<file path="src/rtl/route_lookup_ctrl_pkg.sv">
// route_lookup_ctrl_pkg: table geometry, direction codes and controller states
`ifndef ROUTE_LOOKUP_DEFS
`define ROUTE_LOOKUP_DEFS
`define NUM_NODES 16
`define SIZE 4
`define BITS_DIR 3
`endif

package route_lookup_ctrl_pkg;
    localparam logic [`BITS_DIR-1:0] DIR_N = 3'd0;
    localparam logic [`BITS_DIR-1:0] DIR_E = 3'd1;
    localparam logic [`BITS_DIR-1:0] DIR_S = 3'd2;
    localparam logic [`BITS_DIR-1:0] DIR_W = 3'd3;
    localparam logic [`BITS_DIR-1:0] DIR_LOCAL = 3'd4;
    typedef enum logic {ST_INIT, ST_RUN} state_t;
endpackage

</file>
<file path="src/rtl/route_lookup_ctrl_arb.sv">
// rr_arbiter5: one-hot round-robin grant among eligible requesters, searching from ptr+1
module rr_arbiter5 (
    input  logic [4:0] req,
    input  logic [4:0] mask,
    input  logic [2:0] ptr,
    output logic [4:0] gnt,
    output logic       vld,
    output logic [2:0] idx
);
    logic [3:0] p;
    always_comb begin
        vld = 1'b0;
        idx = '0;
        p = '0;
        // walk farthest to nearest so the port closest after ptr overwrites last
        for (int k = 5; k >= 1; k--) begin
            p = {1'b0, ptr} + 4'(k);
            p = (p >= 4'd5) ? p - 4'd5 : p;
            if (req[p[2:0]] && mask[p[2:0]]) begin
                vld = 1'b1;
                idx = p[2:0];
            end
        end
        gnt = vld ? 5'b1 << idx : '0;
    end
endmodule

</file>
<file path="src/rtl/route_lookup_ctrl.sv">
// route_lookup_ctrl: fills the routing table with XY defaults, then shares it between cfg writes and round-robin lookups
module route_lookup_ctrl
    import route_lookup_ctrl_pkg::*;
#(
    parameter int NODE_ID   = 0,
    parameter int MESH_COLS = 4,
    parameter int NUM_PORTS = 5
) (
    input  logic                           clk,
    input  logic                           reset,
    input  logic [NUM_PORTS-1:0]           req,
    input  logic [NUM_PORTS*`SIZE-1:0]     req_dest,
    output logic [NUM_PORTS-1:0]           rsp_valid,
    output logic [`BITS_DIR-1:0]           rsp_dir,
    input  logic                           cfg_wr_en,
    input  logic [`SIZE-1:0]               cfg_addr,
    input  logic [`BITS_DIR-1:0]           cfg_dir,
    output logic                           cfg_busy,
    output logic                           init_done,
    output logic [`SIZE-1:0]               tbl_addr,
    output logic                           tbl_wr_en,
    output logic [`BITS_DIR-1:0]           tbl_wr_data,
    input  logic [`BITS_DIR-1:0]           tbl_rd_data
);
    function automatic logic [`BITS_DIR-1:0] xy_dir(input int node, input int dest);
        int x, y, dx, dy;
        x = node % MESH_COLS;
        y = node / MESH_COLS;
        dx = dest % MESH_COLS;
        dy = dest / MESH_COLS;
        return dx > x ? DIR_E : dx < x ? DIR_W : dy > y ? DIR_S : dy < y ? DIR_N : DIR_LOCAL;
    endfunction

    state_t                 state_q, state_d;
    logic [`SIZE-1:0]       cnt_q, cnt_d;
    logic [2:0]             ptr_q, ptr_d;
    logic [NUM_PORTS-1:0]   rsp_valid_q, rsp_valid_d;
    logic [`BITS_DIR-1:0]   rsp_dir_q, rsp_dir_d;
    logic                   init_done_q, init_done_d;
    logic                   cfg_busy_q, cfg_busy_d;
    logic [`SIZE-1:0]       addr_q, addr_d;
    logic [4:0]             gnt;
    logic                   gnt_vld;
    logic [2:0]             gnt_idx;
    logic [`SIZE-1:0]       dest_sel;

    // a port granted last cycle is still seeing its response and sits out one round
    rr_arbiter5 u_arb (
        .req  (req),
        .mask (~rsp_valid_q),
        .ptr  (ptr_q),
        .gnt  (gnt),
        .vld  (gnt_vld),
        .idx  (gnt_idx)
    );

    always_comb begin
        dest_sel = '0;
        for (int i = 0; i < NUM_PORTS; i++)
            dest_sel |= gnt[i] ? req_dest[i*`SIZE +: `SIZE] : '0;
    end

    always_comb begin
        state_d = state_q;
        cnt_d = cnt_q;
        ptr_d = ptr_q;
        rsp_valid_d = '0;
        rsp_dir_d = rsp_dir_q;
        tbl_wr_en = 1'b0;
        tbl_wr_data = '0;
        tbl_addr = addr_q;
        if (state_q == ST_INIT) begin
            tbl_wr_en = 1'b1;
            tbl_addr = cnt_q;
            tbl_wr_data = xy_dir(NODE_ID, int'(cnt_q));
            cnt_d = cnt_q + 1'b1;
            state_d = (cnt_q == `SIZE'(`NUM_NODES - 1)) ? ST_RUN : ST_INIT;
        end else if (cfg_wr_en) begin
            tbl_wr_en = 1'b1;
            tbl_addr = cfg_addr;
            tbl_wr_data = cfg_dir;
        end else if (gnt_vld) begin
            tbl_addr = dest_sel;
            rsp_valid_d = gnt;
            rsp_dir_d = tbl_rd_data;
            ptr_d = gnt_idx;
        end
        if (reset) begin
            tbl_wr_en = 1'b0;
            tbl_addr = '0;
            tbl_wr_data = '0;
        end
        addr_d = tbl_addr;
        init_done_d = state_d == ST_RUN;
        cfg_busy_d = state_d == ST_INIT;
    end

    always_ff @(posedge clk) begin
        if (reset) begin
            state_q <= ST_INIT;
            cnt_q <= '0;
            ptr_q <= 3'd4;
            rsp_valid_q <= '0;
            rsp_dir_q <= '0;
            init_done_q <= 1'b0;
            cfg_busy_q <= 1'b1;
            addr_q <= '0;
        end else begin
            state_q <= state_d;
            cnt_q <= cnt_d;
            ptr_q <= ptr_d;
            rsp_valid_q <= rsp_valid_d;
            rsp_dir_q <= rsp_dir_d;
            init_done_q <= init_done_d;
            cfg_busy_q <= cfg_busy_d;
            addr_q <= addr_d;
        end
    end

    assign rsp_valid = rsp_valid_q;
    assign rsp_dir = rsp_dir_q;
    assign init_done = init_done_q;
    assign cfg_busy = cfg_busy_q;
endmodule
</file>
<file path="config.mk">
export PLATFORM = sky130hd
export DESIGN_NAME = route_lookup_ctrl
export DESIGN_NICKNAME = d
export VERILOG_FILES = /design/src/rtl/route_lookup_ctrl_pkg.sv /design/src/rtl/route_lookup_ctrl_arb.sv /design/src/rtl/route_lookup_ctrl.sv
export SDC_FILE = /design/constraint.sdc
export NUM_CORES = 1
export LEC_CHECK = 0
export CAP_MARGIN = 20
export CELL_PAD_IN_SITES_DETAIL_PLACEMENT = 0
export CELL_PAD_IN_SITES_GLOBAL_PLACEMENT = 1
export CORE_UTILIZATION = 36
export DETAILED_ROUTE_END_ITERATION = 8
export PLACE_DENSITY = 0.87
export SYNTH_ARGS = -nofsm -noshare
export SYNTH_HDL_FRONTEND = slang
export SYNTH_SLANG_ARGS = --single-unit
</file>
<file path="constraint.sdc">
create_clock -name clk -period 4.7 [get_ports clk]
set_clock_uncertainty 0.2 [all_clocks]
set_input_delay 0.705 -clock clk [delete_from_list [all_inputs] [get_ports clk]]
set_output_delay 0.705 -clock clk [all_outputs]
set_load 0.02 [all_outputs]
</file>
==> summary.txt, run 1 <==
run status: finished, final reports clean
clock slew at reported path FFs: 0.08 ns
worst vdd ir: 0.301 mV
later-pin clock latency in the skew report: 0.25 ns
Root Buffer: clkbuf_8
Data required, critical path: 3.80 ns
Buf/Inv on CP: 5
critical path endpoint category: output port
Arrival @ worst endpoint: 3.59 ns
Syn Area/Cell: 7.96 sq um
initial core utilization: 37.4%
Final Setup Violations: 0
sequential cell area: 420 sq um
sequential area share after synthesis: 17.6%
htree depth: 1
commonest cells after routing, fill and taps aside: clkdlybuf4s50_1, buf_4, nor2_1
CP top delay family: compound AO/OA/AOI/OAI gates
asr flop ratio synth: 0%
Finished Core Util: 50.8%
Via Count: 2567
Final Non-Filler Cells: 454
die width: 83.4 um
CP Cell Sequence: buf_4 -> ha_1 -> inv_1 -> fa_1 -> nor2_1 -> buf_4 -> mux4_2 -> nand2_1 -> and4_1 -> o21ai_2 -> buf_4 -> a21boi_0 -> o2111ai_1 -> a311oi_1 -> clkbuf_2
Leakage Power: 0.00128 uW
n_diodes: 0
DRC: 0
EDFF count, synth: 0
# placed instances: 450
largest net degree at the start of global routing: 26
fin. max-slew vios: 0
multi-input logic area: 1840 sq um
die area: 6960 sq um
start point of the critical path: ptr_q[1]$_SDFFE_PP0P_
vias in the first global route: 2455
initial antenna violation count: 0
Worst path slowest cell: fa_1
core region area: 6390 sq um
IO Count: 56
Post-Syn Area: 2390 sq um
crit path kind: reg2out
die height: 83.4 um
drt pass-1 iters: 4
share of layout cells above drive strength 1: 17.2%
period utilisation layout: 95.7%
Fillers: 624
starting DRC count in detailed routing: 171
Yosys cell types: 70
gr usage total: 20.0%
minimum clock period: 4.50 ns
largest area contributor in the netlist: dfxtp_1
#FFs+latches synth: 21
cts bufs inserted: 3
first-pass GRT wire length: 11700 um
Mapped Cells: 300
top cell type's share of synthesized area: 17.6%
commonest non-fill, non-tap cell in the layout: clkdlybuf4s50_1
hold crit path type: reg2reg
yosys warns: 0
Most Frequent Cell on Critical Path: buf_4
area grow syn2layout: 36.0%
worst r2r src: ptr_q[1]$_SDFFE_PP0P_
Detail Placement HPWL: 5550 um
drt wl/cell: 15.4 um
Final GP Congestion: 0.915
Slew @ Worst Pin: 0.753 ns
slowest stage delay, CP: 0.38 ns
final wirelength: 6980 um
final hold violation count: 0
IO buf count: 55
pwr/cell area: 131 nW/um^2
Post-Syn Nets: 352
global route overflow: 0
max_cap viols: 0
critical path launch point type: flip-flop
Rows: 29
top cells by area, synth: dfxtp_1, ha_1, mux2i_1, nor2b_1, nor2_1
hold_sp: rsp_dir[1]$_SDFFE_PP0P_
CTS tree: built
Final ANT Viol Nets: 0
Rel. slew slack: 49.7%
top_reg_cell synth: dfxtp_1
via-per-instance ratio: 5.65
post-layout net count: 430
max frequency: 222 MHz
CTS Hold Bufs: 0
RSZ-0062 raised after global routing: true
worst-path maximum fanout: 9
Sink Count: 21
Longest Clk Path Bufs: 2
-- metal layers --
metal  vias to the layer above  GRT usage (%)  wire length, um
li1                       1282              -                -
met1                      1202           26.8             3170
met2                        67           34.1             3310
met3                        16           1.49              284
met4                         0           6.63              214
met5                         -              0                0
-- flip-flops by register name, indices dropped and copies added, names as in the netlist --
| name | cells |
|---|---|
| cfg_busy | 1 |
| rsp_dir | 3 |
| ptr_q | 3 |
| addr_q | 4 |
| cnt_q | 4 |
| init_done | 1 |
| rsp_valid | 5 |
-- worst reg2reg max path, stage by stage (launching register included) --
cell	delay, ns
dfxtp_1	0.33
buf_4	0.18
ha_1	0.20
inv_1	0.06
fa_1	0.39
nor2_1	0.13
buf_4	0.16
mux4_2	0.33
nand2_1	0.14
buf_4	0.14
nand4b_4	0.09
or3_4	0.45
nand3_2	0.26
nor2_1	0.07
a211o_1	0.26
-- Yosys cell counts (6+ instances only) --
master and n:
mux2i_1 15, a21oi_1 7, inv_1 10, clkbuf_1 8, a31oi_1 7, nand2b_1 11, nor3_1 8, a21o_1 8
nor2b_1 15, a311oi_1 6, ha_1 13, dfxtp_1 21, nand2_1 15, nand3_1 12, o21ai_0 16, nor2_1 24
-- final cells by class --
type	instances	share of cell area [%]
clock buffers	3	1.27
clock inverters	1	0.231
flip-flops and latches	21	12.9
repair buffers	90	24.4
inverters	12	1.39
well taps	77	2.97
multi-input cells	250	56.8
-- report_power, final --
group	total [uW]	switching [uW]	internal, uW
clock	117	57.8	59.6
combinational	124	57.2	66.6
sequential	185	3.22	181
-- worst paths after layout --
check | end | slack, ns | depth (start not counted)
max | tbl_addr[1] | 0.20 | 15
min | rsp_dir[1]$_SDFFE_PP0P_ | 0.30 | 2
max reg2reg | ptr_q[2]$_SDFFE_PP1P_ | 1.21 | 14
min reg2reg | rsp_dir[1]$_SDFFE_PP0P_ | 0.30 | 2
-- kinds of logic (layout without fill, tap and decap cells) --
logic type      Yosys count  in the layout  synth area share (%)
simple gates            115            115                  27.1
compound gates           98             98                  31.4
buf+inv                  29            106                  6.13
flops                    21             21                  17.6
mux                      17             17                  7.86
fa+ha+maj                14             14                  7.65
xor+xnor                  6              6                  2.20
-- repair_timing --
action / CTS / global route
pin swaps: 0 / 1
resized for setup: 4 / 18
setup endpoints to repair: 4 / 4
buffers inserted: 0 / 0
hold endpoints to repair: 0 / 0
-- through the flow --
stage               setup WS [ns]  hold slack, ns  setup TNS, ns  power, uW  cell area (sq um)
floorplan                   0.259           0.293              0        251               2390
global placement          0.00457           0.276              0        311               3200
detailed placement        -0.0643           0.292         -0.128        312               3200
CTS                        0.0681           0.313              0        428               3240
global route              -0.0591           0.353        -0.0591        448               3250
finish                      0.203           0.303              0        426               3250
(Power assumes the default switching activity.)
==> inputs of run 2 (changes only) <==
- GPL_TIMING_DRIVEN: not set -> 0
==> summary.txt, run 2 (same netlist as run 1, synthesis figures left out) <==
die height: 83.4 um (unchanged)
largest net degree at the start of global routing: 14 (was 26)
vias in the first global route: 2498 (was 2455)
clock slew at reported path FFs: 0.08 ns (about the same)
Rel. slew slack: 65.7% (was 49.7%)
slowest stage delay, CP: 0.38 ns (about the same)
n_diodes: 0 (unchanged)
share of layout cells above drive strength 1: 23.2% (was 17.2%)
core region area: 6390 sq um (unchanged)
crit path kind: reg2out (unchanged)
CP top delay family: compound AO/OA/AOI/OAI gates (unchanged)
die width: 83.4 um (unchanged)
worst slack, placed: -0.722 ns (was -0.0643 ns)
Final WS setup: 0.154 ns (was 0.203 ns)
cts bufs inserted: 3 (unchanged)
Final Instance Area: 3400 sq um (was 3250 sq um)
gr usage total: 20.7% (was 20.0%)
Detail Placement HPWL: 5450 um (was 5550 um)
drt wl/cell: 16.5 um (was 15.4 um)
Data required, critical path: 3.80 ns (about the same)
commonest cells after routing, fill and taps aside: clkdlybuf4s50_1, nor2_1, buf_4 (was clkdlybuf4s50_1, buf_4, nor2_1)
drt pass-1 iters: 4 (unchanged)
global route overflow: 0 (unchanged)
initial antenna violation count: 0 (unchanged)
Root Buffer: clkbuf_8 (unchanged)
Slew @ Worst Pin: 0.515 ns (was 0.753 ns)
CTS Hold Bufs: 0 (unchanged)
minimum clock period: 4.55 ns (was 4.50 ns)
worst-path maximum fanout: 7 (was 9)
critical path launch point type: flip-flop (unchanged)
Via Count: 2629 (was 2567)
htree depth: 1 (unchanged)
Final GP Congestion: 0.902 (was 0.915)
Final Setup Violations: 0 (unchanged)
placed inst area: 3020 sq um (was 3200 sq um)
max_cap viols: 0 (unchanged)
DRC: 0 (unchanged)
starting DRC count in detailed routing: 172 (was 171)
run status: finished, final reports clean (unchanged)
Arrival @ worst endpoint: 3.64 ns (was 3.59 ns)
worst vdd ir: 0.174 mV (was 0.301 mV)
Rows: 29 (unchanged)
setup TNS: 0 ns (unchanged)
IO Count: 56 (unchanged)
IO buf count: 54 (was 55)
commonest non-fill, non-tap cell in the layout: clkdlybuf4s50_1 (unchanged)
max FFs per register: 5 (unchanged)
period utilisation layout: 96.7% (was 95.7%)
first-pass GRT wire length: 11900 um (was 11700 um)
Hold WS: 0.314 ns (was 0.303 ns)
later-pin clock latency in the skew report: 0.27 ns (was 0.25 ns)
critical path endpoint category: output port (unchanged)
Buf/Inv on CP: 5 (unchanged)
hold crit path type: reg2reg (unchanged)
Sink Count: 21 (unchanged)
Final ANT Viol Nets: 0 (unchanged)
Longest Clk Path Bufs: 2 (unchanged)
initial core utilization: 37.4% (unchanged)
CP Cell Sequence: clkinvlp_4 -> buf_4 -> ha_1 -> or2_0 -> a21o_1 -> a311oi_1 -> o211ai_2 -> buf_4 -> nor2_1 -> nor2_1 -> a211oi_4 -> buf_6 -> o2111ai_1 -> a311oi_1 -> buf_2 (was buf_4 -> ha_1 -> inv_1 -> fa_1 -> nor2_1 -> buf_4 -> mux4_2 -> nand2_1 -> and4_1 -> o21ai_2 -> buf_4 -> a21boi_0 -> o2111ai_1 -> a311oi_1 -> clkbuf_2)
post-layout net count: 428 (was 430)
area grow syn2layout: 42.4% (was 36.0%)
via-per-instance ratio: 5.82 (was 5.65)
CTS tree: built (unchanged)
max frequency: 220 MHz (was 222 MHz)
pwr/cell area: 128 nW/um^2 (was 131 nW/um^2)
fin. max-slew vios: 0 (unchanged)
Leakage Power: 0.00128 uW (about the same)
Worst path slowest cell: dfxtp_4 (was fa_1)
RSZ-0062 raised after global routing: false (was true)
final hold violation count: 0 (unchanged)
final wirelength: 7450 um (was 6980 um)
die area: 6960 sq um (unchanged)
==> run 2: cell types whose count changed in the layout (fill, tap and decap cells not counted), sizes merged <==
cell	previous run	this run
buf	35	30
clkdlybuf4s50	51	50
clkinvlp	1	4
clkinv	1	0
inv	11	9
clkbuf	7	11
==> run 2: metrics by stage <==
step	util, %	instances	total power, uW
global placement	47.4	431	305
detailed placement	47.4	431	305
global route	53.2	452	456
CTS	49.0	437	426
floorplan	-	300	251
finish	53.2	452	437
==> run 2: repair_timing <==
action                     in CTS  in global routing
gates cloned                    0                  1
hold endpoints to repair        0                  0
resized for setup              32                 46
setup endpoints to repair       4                  4
pin swaps                       3                 10
setup buffers                   2                 15
==> run 2: worst min-delay path, stage by stage, from the launching register on <==
cell and delay (ns):
dfxtp_1 0.34, mux2i_1 0.07, nor2_1 0.07
==> run 2: worst paths after layout <==
kind / slack (ns) / end / depth (start not counted) / start
max: 0.15 / tbl_addr[1] / 15 / ptr_q[1]$_SDFFE_PP0P_
min reg2reg: 0.31 / rsp_dir[2]$_SDFFE_PP0P_ / 2 / rsp_dir[2]$_SDFFE_PP0P_
min: 0.31 / rsp_dir[2]$_SDFFE_PP0P_ / 2 / rsp_dir[2]$_SDFFE_PP0P_
max reg2reg: 1.15 / addr_q[0]$_SDFF_PP0_ / 15 / ptr_q[0]$_SDFFE_PP0P_
==> run 2: cell type report <==
class                   instances  area [sq um]
well taps                      77          96.3
repair buffers                 72           668
flip-flops and latches         21           432
inverters                      12          61.3
clock inverters                 1          7.51
clock buffers                   3          41.3
plain buffers                  16           115
fillers                       599          2990
multi-input cells             250          1980
==> run 2: where the power goes <==
part           switching (uW)  internal, uW  total, uW
combinational            61.7          67.7        129
sequential               3.15           180        183
clock                    64.3          60.0        124
total                     129           307        437
==> run 2: metal layers <==
| metal | GRT usage (%) | routed length (um) | vias up |
|---|---|---|---|
| met5 | 0 | 0 | - |
| met4 | 6.63 | 138 | 0 |
| met3 | 1.29 | 290 | 14 |
| met2 | 36.2 | 3690 | 73 |
| met1 | 27.0 | 3330 | 1263 |
| li1 | - | - | 1279 |
